==> src/rtl/sub32_seq_if.sv <==
// Handshake and data bus of the sequential 32-bit subtractor.
// The master drives the request and operands; the slave returns result and flags.
interface sub32_seq_if;
   logic        start;
   logic [31:0] in1;
   logic [31:0] in2;
   logic [31:0] out_data;
   logic        borrow;
   logic        zero;
   logic        negative;
   logic        overflow;
   logic        busy;
   logic        done;

   modport master (
      output start, in1, in2,
      input  out_data, borrow, zero, negative, overflow, busy, done
   );

   modport slave (
      input  start, in1, in2,
      output out_data, borrow, zero, negative, overflow, busy, done
   );
endinterface

==> src/rtl/sub32_seq.sv <==
// Multi-cycle 32-bit subtractor: in1 - in2 as four 8-bit slices with a rippled borrow.
// Result and flags are registered at completion and held until the next one.
module sub32_seq (
   input logic       clk,
   input logic       rst_n,
   sub32_seq_if.slave bus
);

   typedef enum logic {IDLE, CALC} state_t;

   state_t      state;
   state_t      state_nxt;
   logic [1:0]  cnt;
   logic [31:0] a;
   logic [31:0] b;
   logic [31:0] acc;
   logic        brw;

   logic [7:0]  a_sl;
   logic [7:0]  b_sl;
   logic [8:0]  slice_diff;
   logic [31:0] full;
   logic        accept;
   logic        last;

   logic [31:0] res_q;
   logic        borrow_q;
   logic        zero_q;
   logic        neg_q;
   logic        ovf_q;
   logic        done_q;

   always_comb begin
      a_sl       = a[{cnt, 3'b000} +: 8];
      b_sl       = b[{cnt, 3'b000} +: 8];
      slice_diff = {1'b0, a_sl} - {1'b0, b_sl} - {8'd0, brw};
      // slice 3 completes in this cycle, so the upper byte comes straight from the subtractor
      full       = {slice_diff[7:0], acc[23:0]};
      accept     = (state == IDLE) && bus.start;
      last       = (state == CALC) && (cnt == 2'd3);
   end

   always_ff @(posedge clk or negedge rst_n) begin
      if (!rst_n) state <= IDLE;
      else        state <= state_nxt;
   end

   always_comb begin
      state_nxt = state;
      case (state)
         IDLE:    if (bus.start) state_nxt = CALC;
         CALC:    if (cnt == 2'd3) state_nxt = IDLE;
         default: state_nxt = IDLE;
      endcase
   end

   always_ff @(posedge clk or negedge rst_n) begin
      if (!rst_n) begin
         cnt      <= '0;
         a        <= '0;
         b        <= '0;
         acc      <= '0;
         brw      <= 1'b0;
         res_q    <= '0;
         borrow_q <= 1'b0;
         zero_q   <= 1'b0;
         neg_q    <= 1'b0;
         ovf_q    <= 1'b0;
         done_q   <= 1'b0;
      end else begin
         done_q <= last;
         if (accept) begin
            a   <= bus.in1;
            b   <= bus.in2;
            cnt <= '0;
            brw <= 1'b0;
         end else if (state == CALC) begin
            acc[{cnt, 3'b000} +: 8] <= slice_diff[7:0];
            brw                     <= slice_diff[8];
            cnt                     <= cnt + 2'd1;
         end
         if (last) begin
            res_q    <= full;
            borrow_q <= slice_diff[8];
            zero_q   <= (full == '0);
            neg_q    <= full[31];
            ovf_q    <= (a[31] != b[31]) && (full[31] != a[31]);
         end
      end
   end

   assign bus.out_data = res_q;
   assign bus.borrow   = borrow_q;
   assign bus.zero     = zero_q;
   assign bus.negative = neg_q;
   assign bus.overflow = ovf_q;
   assign bus.busy     = (state == CALC);
   assign bus.done     = done_q;

endmodule

==> src/flat_wrapper.sv <==
// flat-port wrapper written by rule: the top's interface ports become plain ports
module sub32_seq_flat 
  (clk, rst_n, bus_start, bus_in1, bus_in2, bus_out_data, bus_borrow, bus_zero, bus_negative, bus_overflow, bus_busy, bus_done);
  sub32_seq_if bus_i ();
  input logic clk;
  input logic rst_n;
  input wire logic [$bits(bus_i.start)-1:0] bus_start;
  input wire logic [$bits(bus_i.in1)-1:0] bus_in1;
  input wire logic [$bits(bus_i.in2)-1:0] bus_in2;
  output wire logic [$bits(bus_i.out_data)-1:0] bus_out_data;
  output wire logic [$bits(bus_i.borrow)-1:0] bus_borrow;
  output wire logic [$bits(bus_i.zero)-1:0] bus_zero;
  output wire logic [$bits(bus_i.negative)-1:0] bus_negative;
  output wire logic [$bits(bus_i.overflow)-1:0] bus_overflow;
  output wire logic [$bits(bus_i.busy)-1:0] bus_busy;
  output wire logic [$bits(bus_i.done)-1:0] bus_done;
  assign bus_i.start = bus_start;
  assign bus_i.in1 = bus_in1;
  assign bus_i.in2 = bus_in2;
  assign bus_out_data = bus_i.out_data;
  assign bus_borrow = bus_i.borrow;
  assign bus_zero = bus_i.zero;
  assign bus_negative = bus_i.negative;
  assign bus_overflow = bus_i.overflow;
  assign bus_busy = bus_i.busy;
  assign bus_done = bus_i.done;
  sub32_seq u_core (.clk(clk), .rst_n(rst_n), .bus(bus_i));
endmodule
==> config.mk <==
export PLATFORM = sky130hd
export DESIGN_NAME = sub32_seq_flat
export DESIGN_NICKNAME = d
export VERILOG_FILES = /design/src/rtl/sub32_seq_if.sv /design/src/rtl/sub32_seq.sv /design/src/flat_wrapper.sv
export SDC_FILE = /design/constraint.sdc
export NUM_CORES = 1
export LEC_CHECK = 0
export ABC_AREA = 1
export BUFFER_PORTS_ARGS = -buffer_cell sky130_fd_sc_hd__buf_2
export CORE_ASPECT_RATIO = 1.1
export CORE_MARGIN = 2
export CORE_UTILIZATION = 55
export DETAILED_ROUTE_END_ITERATION = 8
export PLACE_DENSITY = 0.79
export SLEW_MARGIN = 15
export SYNTH_ARGS = -nofsm -noshare
export SYNTH_HDL_FRONTEND = slang
export SYNTH_SLANG_ARGS = --single-unit
==> constraint.sdc <==
create_clock -name clk -period 7.6 [get_ports clk]
set_input_delay 1.9 -clock clk [delete_from_list [all_inputs] [get_ports clk]]
set_output_delay 1.9 -clock clk [all_outputs]
set_load 0.01 [all_outputs]
==> results of run 1 <==
==> per-layer routing <==
| layer | track usage (%) | vias up |
|---|---|---|
| li1 | - | 2152 |
| met1 | 30.2 | 2237 |
| met2 | 42.8 | 147 |
| met3 | 6.24 | 32 |
| met4 | 11.3 | 0 |
| met5 | 0 | - |
==> layout make-up <==
class                      count  area share, %
clock inverter                 6           1.12
tap                          143           2.50
timing repair buffer         108           7.72
multi-input combinational    370           33.6
inverter                      63           3.33
clock buffer                  23           7.09
sequential                   128           44.7
==> worst min-delay path: stages (launching register included) <==
cell and delay, ns:
sky130_fd_sc_hd__dfrtp_1 0.33, sky130_fd_sc_hd__nand2_1 0.06, sky130_fd_sc_hd__nand2_1 0.05
==> per-stage QoR <==
step | hold WS, ns | area [um2] | setup slack (ns) | instances | util (%)
final | 0.473 | 7170 | 4.13 | 841 | 68.3
after global routing | 0.499 | 7170 | 3.86 | 841 | 68.3
after CTS | 0.475 | 7170 | 4.17 | 841 | 68.3
after detailed placement | 0.461 | 6580 | 4.22 | 812 | 62.7
after global placement | 0.460 | 6580 | 4.24 | 812 | 62.7
after floorplan | 0.449 | 5970 | 4.90 | 586 | -
==> cell usage after synthesis (all sizes together) <==
cell	n	area share, %
clkinv	3	0.23
a32oi	1	0.15
nor3	3	0.25
nand3	16	1.6
nand2	118	8.1
a21oi	15	1.3
inv	60	3.8
or2	5	0.52
nand4	7	0.73
nor2	33	2.4
mux2	59	11
nor4	2	0.31
nand3b	3	0.38
xor2	3	0.69
dfrtp	128	54
xnor2	1	0.15
o21ai	50	4.2
clkbuf	13	0.82
o22ai	27	2.8
ha	17	3.6
buf	12	1.2
fa	2	0.67
a32o	6	1.0
a21o	2	0.27
==> cells by family (layout without fill, tap and decap cells) <==
| family | count (synthesis) | count (layout) |
|---|---|---|
| buffers and inverters | 88 | 200 |
| multiplexers | 59 | 59 |
| AO/OA/AOI/OAI | 101 | 101 |
| adder cells (fa/ha/maj) | 19 | 19 |
| flip-flops | 128 | 128 |
| XOR/XNOR | 4 | 4 |
| AND/OR/NAND/NOR | 187 | 187 |
==> worst max-delay path by stage <==
stage / start / to / depth (start not counted)
6_report: u_core.cnt[1] / u_core.bus.zero / 12
5_1_grt: u_core.cnt[1] / u_core.bus.zero / 13
4_1_cts: u_core.cnt[1] / u_core.bus.zero / 13
3_5_place_dp: rst_n / u_core.a[14] / 2
3_3_place_gp: rst_n / u_core.a[14] / 2
2_1_floorplan: u_core.cnt[0] / u_core.acc[20] / 12
==> flip-flops by register name, summed over array words and instances, names as in the netlist <==
register	flops
u_core.bus.busy	1
u_core.bus.overflow	1
u_core.bus.zero	1
u_core.a	32
u_core.bus.borrow	1
u_core.acc	24
u_core.cnt	2
u_core.bus.out_data	31
u_core.bus.done	1
u_core.brw	1
u_core.bus.negative	1
u_core.b	32
==> report_table.html, run 1 <==
<table>
<tr><th>Metric</th><th>Value</th></tr>
<tr><th colspan="2">Timing</th></tr>
<tr><td>Share of the clock period used by the worst path after layout</td><td>between 40% and 50%</td></tr>
<tr><td>Setup TNS</td><td>0 ns</td></tr>
<tr><td>Number of setup violations in the final report</td><td>0</td></tr>
<tr><td>Final Slew Violations</td><td>0</td></tr>
<tr><td>Final hold violations</td><td>0</td></tr>
<tr><td>Worst slew margin</td><td>between 40% and 50%</td></tr>
<tr><td>Clock Skews</td><td>between 0.009 and 0.01 ns</td></tr>
<tr><td>Unrepaired setup endpoints after global routing</td><td>no</td></tr>
<tr><td>Least-Margin Pin Slew</td><td>between 0.8 and 0.9 ns</td></tr>
<tr><td>Crit path time final</td><td>3.47 ns</td></tr>
<tr><td>Fmax</td><td>approximately 290 MHz</td></tr>
<tr><th colspan="2">Floorplanning</th></tr>
<tr><td>Die Wd</td><td>~100 um</td></tr>
<tr><td>Number of primary I/O pins</td><td>105</td></tr>
<tr><td>Die ar.</td><td>approximately 12000 um2</td></tr>
<tr><td>Core box area</td><td>between 10000 and 15000 um2</td></tr>
<tr><td>Vert. Die Dim</td><td>113 um</td></tr>
<tr><td>Initial core utilization</td><td>56.9%</td></tr>
<tr><td>Num rows</td><td>39</td></tr>
<tr><th colspan="2">Drt</th></tr>
<tr><td>Topmost layer with routed signal wires</td><td>met4</td></tr>
<tr><td>Drt via density</td><td>roughly 5.4</td></tr>
<tr><td>Met2 wirelength from detailed routing</td><td>7200 um</td></tr>
<tr><td>DRT met1 WL</td><td>approximately 5500 um</td></tr>
<tr><td>Length of routed met3 wiring</td><td>roughly 630 um</td></tr>
<tr><td>Iteration-0 DRC Markers</td><td>about 260</td></tr>
<tr><td>Number of iterations in the first detailed-routing pass</td><td>5</td></tr>
<tr><td>Vias</td><td>roughly 4.6k</td></tr>
<tr><td>Total DRC errors in the routed layout</td><td>0</td></tr>
<tr><td>Wirelength per Cell</td><td>16.2 um</td></tr>
<tr><td>Post-detailed-route count of antenna-violating nets</td><td>0</td></tr>
<tr><td>Final Routed Wirelength</td><td>13600 um</td></tr>
<tr><th colspan="2">Final layout</th></tr>
<tr><td>Share of final-layout standard cells stronger than drive strength 1</td><td>between 30% and 40%</td></tr>
<tr><td>Diodes inserted</td><td>0</td></tr>
<tr><td>Leading cell type in the layout, fill and taps excluded</td><td>sky130_fd_sc_hd__dfrtp_1</td></tr>
<tr><td>FF/Latch Area</td><td>roughly 3200 um2</td></tr>
<tr><td>Total of fill cells in the finished design</td><td>between 800 and 900</td></tr>
<tr><td>Top library cells by usage in the layout, fill and taps aside</td><td>sky130_fd_sc_hd__dfrtp_1 (128), sky130_fd_sc_hd__nand2_1 (110), sky130_fd_sc_hd__buf_2 (103)</td></tr>
<tr><td>Area of the multi-input gates</td><td>2400 um2</td></tr>
<tr><td>Area delta synth-&gt;final</td><td>20.1%</td></tr>
<tr><td>Net count, final</td><td>just under 800</td></tr>
<tr><th colspan="2">Logic synthesis</th></tr>
<tr><td>Syn Inst Count</td><td>586</td></tr>
<tr><td>Synthesized area per cell</td><td>10.2 um2</td></tr>
<tr><td>Flop and latch count out of synthesis</td><td>approximately 130</td></tr>
<tr><td>Post-Synth Adder-Cell Area</td><td>4.24%</td></tr>
<tr><td>Net Count, Synth</td><td>~670</td></tr>
<tr><td>Count of synthesis-stage warnings from yosys</td><td>0</td></tr>
<tr><td>Post-synthesis simple-gate area fraction</td><td>between 10% and 20%</td></tr>
<tr><td>Part of the Yosys area used for sequential elements</td><td>about 54%</td></tr>
<tr><td>Post-synthesis cell area</td><td>around 6000 um2</td></tr>
<tr><td>Multiplexer fraction of the synthesized cell area</td><td>approximately 11%</td></tr>
<tr><td>Unique masters post-synth</td><td>37</td></tr>
<tr><td>Dominant combinational cell family by area after synthesis</td><td>simple AND/OR/NAND/NOR gates</td></tr>
<tr><td>Share of the synthesized area in compound gates (AO/OA/AOI/OAI)</td><td>9.71%</td></tr>
<tr><td>Post-synthesis share of cell area spent on xor and xnor gates</td><td>0.839%</td></tr>
<tr><th colspan="2">GRT</th></tr>
<tr><td>Maximum number of pins on one net before global-route repair</td><td>70</td></tr>
<tr><td>Global-route wire length before repair</td><td>22500 um</td></tr>
<tr><td>Number of antenna violations at the first check in global routing</td><td>0</td></tr>
<tr><td>All-layer global routing usage</td><td>roughly a quarter</td></tr>
<tr><td>Total gr overflow</td><td>0</td></tr>
<tr><td>Number of global-route vias before repair</td><td>between 4k and 5k</td></tr>
<tr><th colspan="2">Hold path</th></tr>
<tr><td>Class of the most critical hold timing path</td><td>reg2reg</td></tr>
<tr><td>Worst hold path stage count</td><td>2</td></tr>
<tr><td>Endpoint with the worst hold slack</td><td>u_core.bus.out_data[23]</td></tr>
<tr><td>Startpoint of the most critical hold path</td><td>u_core.bus.out_data[23]</td></tr>
<tr><th colspan="2">Worst setup path</th></tr>
<tr><td>Crit path kind</td><td>reg2reg</td></tr>
<tr><td>Data required time of the critical path</td><td>between 7 and 8 ns</td></tr>
<tr><td>CP peak stage delay</td><td>between 0.6 and 0.7 ns</td></tr>
<tr><td>Startpoint class of the critical path</td><td>flip-flop</td></tr>
<tr><td>Buffers &amp; Inverters on Critical Path</td><td>1</td></tr>
<tr><td>List of cells traversed by the critical path</td><td>inv_1 &gt; a32o_1 &gt; fa_1 &gt; fa_1 &gt; nand2_1 &gt; nand2_1 &gt; nand2_1 &gt; xnor2_1 &gt; nand4_1 &gt; nor2_1 &gt; nand3_1 &gt; nand2_1</td></tr>
<tr><td>CP max stage cell</td><td>sky130_fd_sc_hd__dfrtp_1</td></tr>
<tr><td>Highest fanout seen on the critical path</td><td>27</td></tr>
<tr><td>Worst Path Arrival</td><td>3.82 ns</td></tr>
<tr><td>Most prevalent standard cell on the critical path</td><td>sky130_fd_sc_hd__nand2_1</td></tr>
<tr><td>Setup slack, reg-to-reg</td><td>around 4.1 ns</td></tr>
<tr><td>Cell count of the worst reg-to-reg path</td><td>12</td></tr>
<tr><td>Endpoint class of the critical path</td><td>flip-flop</td></tr>
<tr><td>Reg-to-Reg Start</td><td>u_core.cnt[1]</td></tr>
<tr><td>Worst r2r dst</td><td>u_core.bus.zero</td></tr>
<tr><td>Crit-path leading delay family</td><td>adder cells</td></tr>
<tr><th colspan="2">Clock network</th></tr>
<tr><td>TritonCTS buffer count</td><td>17</td></tr>
<tr><td>H-tree depth</td><td>4</td></tr>
<tr><td>Clock transition at the register clock pins on the worst setup and hold paths after CTS</td><td>around 0.05 ns</td></tr>
<tr><td>Count of hold buffers inserted by post-cts repair</td><td>0</td></tr>
<tr><td>Number of clock sinks</td><td>around 130</td></tr>
<tr><td>Cell chosen for the clock root</td><td>sky130_fd_sc_hd__clkbuf_16</td></tr>
<tr><td>Number of setup buffers added after CTS</td><td>0</td></tr>
<tr><td>CTS tree</td><td>yes</td></tr>
<tr><td>CTS-repair resized insts</td><td>0</td></tr>
<tr><td>CTS Buffer Depth</td><td>2</td></tr>
<tr><td>Skew-Pair Late Insertion Delay</td><td>~0.42 ns</td></tr>
<tr><th colspan="2">Job</th></tr>
<tr><td>Max Cap Violations</td><td>0</td></tr>
<tr><th colspan="2">Placement</th></tr>
<tr><td>Port-buffer cells</td><td>~100</td></tr>
<tr><td>HPWL Detailed</td><td>about 9200 um</td></tr>
<tr><td>Final weighted congestion of routability-driven global placement</td><td>between 0.9 and 1</td></tr>
<tr><th colspan="2">Status</th></tr>
<tr><td>Result of the run</td><td>complete, no violations</td></tr>
</table>
Power of run 1 is left out: the tool's default activity adds up to more than one toggle a clock period on the data nets, which glitch-free logic cannot reach.
==> inputs of run 2 (changes only) <==
- CORE_UTILIZATION: 55 -> 51
- PLACE_DENSITY: 0.79 -> 0.77
- clock period: 7.6 -> 2.97 ns (I/O delays scaled with it)
==> run 2 against run 1 <==
Global-route usage is 2.0 points lower. Clock skew is 0.0028 ns higher. Critical path type unchanged. Worst hold slack worse by 0.090 ns. First-iteration DRC count up 23%. Via count increased by 1.1%. Sequential cell count did not move. Die area grew 7.5%. Worst setup slack lost 3.9 ns. Register-to-register slack worse by 3.9 ns. Critical path depth stayed put. Design area up 2.7%. Cell count increased by 2.6%. Highest routed layer unchanged.
==> report_table.html, run 2 (synthesis results as in run 1) <==
<table>
<tr><th>Metric</th><th>Value</th></tr>
<tr><th colspan="2">Floorplanning</th></tr>
<tr><td>Num rows</td><td>41 (+5.1%)</td></tr>
<tr><td>Vert. Die Dim</td><td>117 um (+3.7%)</td></tr>
<tr><td>Core box area</td><td>11400 um2 (+9.0%)</td></tr>
<tr><td>Die Wd</td><td>107 um (+3.7%)</td></tr>
<tr><td>Die ar.</td><td>12600 um2 (+7.5%)</td></tr>
<tr><td>Number of primary I/O pins</td><td>105 (unchanged)</td></tr>
<tr><td>Initial core utilization</td><td>52.2% (-4.7 points)</td></tr>
<tr><th colspan="2">Drt</th></tr>
<tr><td>Post-detailed-route count of antenna-violating nets</td><td>0 (unchanged)</td></tr>
<tr><td>Iteration-0 DRC Markers</td><td>313 (+23%)</td></tr>
<tr><td>Wirelength per Cell</td><td>16.1 um (-0.67%)</td></tr>
<tr><td>Number of iterations in the first detailed-routing pass</td><td>5 (unchanged)</td></tr>
<tr><td>Drt via density</td><td>5.35 (-1.5%)</td></tr>
<tr><td>Vias</td><td>4619 (+1.1%)</td></tr>
<tr><td>Total DRC errors in the routed layout</td><td>0 (unchanged)</td></tr>
<tr><td>Final Routed Wirelength</td><td>13900 um (+1.9%)</td></tr>
<tr><th colspan="2">Worst setup path</th></tr>
<tr><td>Startpoint class of the critical path</td><td>flip-flop</td></tr>
<tr><td>Buffers &amp; Inverters on Critical Path</td><td>3 (+2)</td></tr>
<tr><td>Highest fanout seen on the critical path</td><td>18 (-33%)</td></tr>
<tr><td>CP max stage cell</td><td>sky130_fd_sc_hd__fa_1</td></tr>
<tr><td>List of cells traversed by the critical path</td><td>buf_4 &gt; o21ai_0 &gt; o22ai_1 &gt; fa_1 &gt; fa_1 &gt; inv_1 &gt; nand4_1 &gt; nand3b_1 &gt; xor2_2 &gt; buf_4 &gt; nand2_1 &gt; o21ai_0</td></tr>
<tr><td>Endpoint class of the critical path</td><td>flip-flop</td></tr>
<tr><td>Data required time of the critical path</td><td>3.30 ns (-4.65 ns)</td></tr>
<tr><td>Worst setup path start</td><td>u_core.cnt[0]</td></tr>
<tr><td>Worst Path Arrival</td><td>3.11 ns (-0.71 ns)</td></tr>
<tr><td>Crit path kind</td><td>reg2reg</td></tr>
<tr><td>Crit-path leading delay family</td><td>adder cells</td></tr>
<tr><td>Setup slack, reg-to-reg</td><td>0.19 ns (-3.94 ns)</td></tr>
<tr><td>Reg-to-Reg Start</td><td>u_core.cnt[0]</td></tr>
<tr><td>CP peak stage delay</td><td>0.46 ns (-0.19 ns)</td></tr>
<tr><th colspan="2">Final layout</th></tr>
<tr><td>Net count, final</td><td>786 (+1.6%)</td></tr>
<tr><td>Share of final-layout standard cells stronger than drive strength 1</td><td>33.1% (+1.4 points)</td></tr>
<tr><td>FF/Latch Area</td><td>3200 um2 (unchanged)</td></tr>
<tr><td>Post-route cell area</td><td>7360 um2 (+2.7%)</td></tr>
<tr><td>Area delta synth-&gt;final</td><td>23.4%</td></tr>
<tr><td>Top library cells by usage in the layout, fill and taps aside</td><td>sky130_fd_sc_hd__dfrtp_1 (128), sky130_fd_sc_hd__nand2_1 (110), sky130_fd_sc_hd__buf_2 (103)</td></tr>
<tr><td>Leading cell type in the layout, fill and taps excluded</td><td>sky130_fd_sc_hd__dfrtp_1</td></tr>
<tr><td>Diodes inserted</td><td>0 (unchanged)</td></tr>
<tr><td>Total of fill cells in the finished design</td><td>911 (+12%)</td></tr>
<tr><td>Area of the multi-input gates</td><td>2420 um2 (+0.57%)</td></tr>
<tr><th colspan="2">Placement</th></tr>
<tr><td>Port-buffer cells</td><td>104 (unchanged)</td></tr>
<tr><td>Pre-CTS setup slack</td><td>0.203 ns (-4.01 ns)</td></tr>
<tr><td>Total cell area at the placement stage</td><td>6710 um2 (+2.0%)</td></tr>
<tr><td>Final weighted congestion of routability-driven global placement</td><td>0.830 (-12%)</td></tr>
<tr><td>HPWL Detailed</td><td>9940 um (+7.6%)</td></tr>
<tr><th colspan="2">Timing</th></tr>
<tr><td>Final critical-path setup slack</td><td>0.190 ns (-3.94 ns)</td></tr>
<tr><td>Clock Skews</td><td>0.0126 ns (+0.00280 ns)</td></tr>
<tr><td>Crit path time final</td><td>2.78 ns (-0.687 ns)</td></tr>
<tr><td>Final Slew Violations</td><td>0 (unchanged)</td></tr>
<tr><td>Final hold violations</td><td>0 (unchanged)</td></tr>
<tr><td>Worst slew margin</td><td>54.5% (+11 points)</td></tr>
<tr><td>Share of the clock period used by the worst path after layout</td><td>93.6% (+48 points)</td></tr>
<tr><td>Least-Margin Pin Slew</td><td>0.683 ns (-0.162 ns)</td></tr>
<tr><td>Fmax</td><td>360 MHz (+25%)</td></tr>
<tr><td>Number of setup violations in the final report</td><td>0 (unchanged)</td></tr>
<tr><th colspan="2">Status</th></tr>
<tr><td>Result of the run</td><td>complete, no violations</td></tr>
<tr><th colspan="2">GRT</th></tr>
<tr><td>Number of global-route vias before repair</td><td>4720 (-1.0%)</td></tr>
<tr><td>Global-route wire length before repair</td><td>23100 um (+2.6%)</td></tr>
<tr><td>Met2 demand-to-capacity share in global routing</td><td>40.7% (-2.1 points)</td></tr>
<tr><td>Total gr overflow</td><td>0 (unchanged)</td></tr>
<tr><td>GRT Max-Usage Layer</td><td>met2</td></tr>
<tr><td>Met3 Usage GRT</td><td>5.34% (-0.90 points)</td></tr>
<tr><td>All-layer global routing usage</td><td>23.3% (-2.0 points)</td></tr>
<tr><td>Maximum number of pins on one net before global-route repair</td><td>70 (unchanged)</td></tr>
<tr><td>Met1 track demand over resource in global routing</td><td>27.9% (-2.3 points)</td></tr>
<tr><td>Number of antenna violations at the first check in global routing</td><td>0 (unchanged)</td></tr>
<tr><th colspan="2">Clock network</th></tr>
<tr><td>CTS Buffer Depth</td><td>2 (unchanged)</td></tr>
<tr><td>Clock transition at the register clock pins on the worst setup and hold paths after CTS</td><td>0.06 ns (about the same)</td></tr>
<tr><td>TritonCTS buffer count</td><td>17 (unchanged)</td></tr>
<tr><td>Cell chosen for the clock root</td><td>sky130_fd_sc_hd__clkbuf_16</td></tr>
<tr><td>CTS tree</td><td>yes</td></tr>
<tr><td>Number of clock sinks</td><td>128 (unchanged)</td></tr>
<tr><td>H-tree depth</td><td>4 (unchanged)</td></tr>
<tr><td>Count of hold buffers inserted by post-cts repair</td><td>0 (unchanged)</td></tr>
<tr><td>Skew-Pair Late Insertion Delay</td><td>0.42 ns (about the same)</td></tr>
<tr><th colspan="2">Job</th></tr>
<tr><td>Max Cap Violations</td><td>0 (unchanged)</td></tr>
<tr><th colspan="2">Hold path</th></tr>
<tr><td>Class of the most critical hold timing path</td><td>in2async</td></tr>
</table>
## run 2: per-stage QoR
stage	std cells	hold slack (ns)	TNS, ns	utilization [%]
after floorplan	586	0.447	0	-
after global placement	830	0.461	0	58.6
after detailed placement	830	0.470	0	58.6
after CTS	862	0.390	0	64.1
after global routing	863	0.419	-0.0103	64.3
final	863	0.383	0	64.3
## run 2: worst register-to-register path: stages (launching register included)
cell	delay [ns]
sky130_fd_sc_hd__dfrtp_1	0.43
sky130_fd_sc_hd__buf_4	0.22
sky130_fd_sc_hd__o21ai_0	0.18
sky130_fd_sc_hd__o22ai_1	0.12
sky130_fd_sc_hd__fa_1	0.45
sky130_fd_sc_hd__fa_1	0.46
sky130_fd_sc_hd__inv_1	0.10
sky130_fd_sc_hd__nand4_1	0.09
sky130_fd_sc_hd__nand3b_1	0.14
sky130_fd_sc_hd__xor2_2	0.22
sky130_fd_sc_hd__buf_4	0.14
sky130_fd_sc_hd__nand2_1	0.06
sky130_fd_sc_hd__o21ai_0	0.09
## run 2: layer usage
| layer | share of wire (%) | wire, um |
|---|---|---|
| met2 | 52 | 7280 |
| met5 | 0 | 0 |
| met3 | 5.1 | 707 |
| met1 | 40 | 5620 |
| met4 | 2.2 | 300 |
## run 2: what timing repair did
item	4_1_cts	5_1_grt
setup endpoints to repair	0	3
hold endpoints to repair	0	0
setup buffers	0	1
gates resized for setup	0	6
## run 2: worst paths after layout
kind | end | cells past startpoint
min in group clk | u_core.bus.out_data[19] | 2
max reg2reg | u_core.acc[6] | 12
max | u_core.acc[6] | 12
min | u_core.bus.out_data[1] | 1
max in group asynchronous | u_core.a[26] | 2
min reg2reg | u_core.bus.out_data[19] | 2
## run 2: final cells by class
| cell class | instances | area share (%) |
|---|---|---|
| clock buffers | 19 | 5.88 |
| clock inverters | 13 | 2.57 |
| inverters | 63 | 3.28 |
| multi-input cells | 370 | 32.9 |
| flip-flops and latches | 128 | 43.5 |
| well taps | 150 | 2.55 |
| repair buffers | 120 | 9.35 |
Power of run 2 is left out for the same reason.
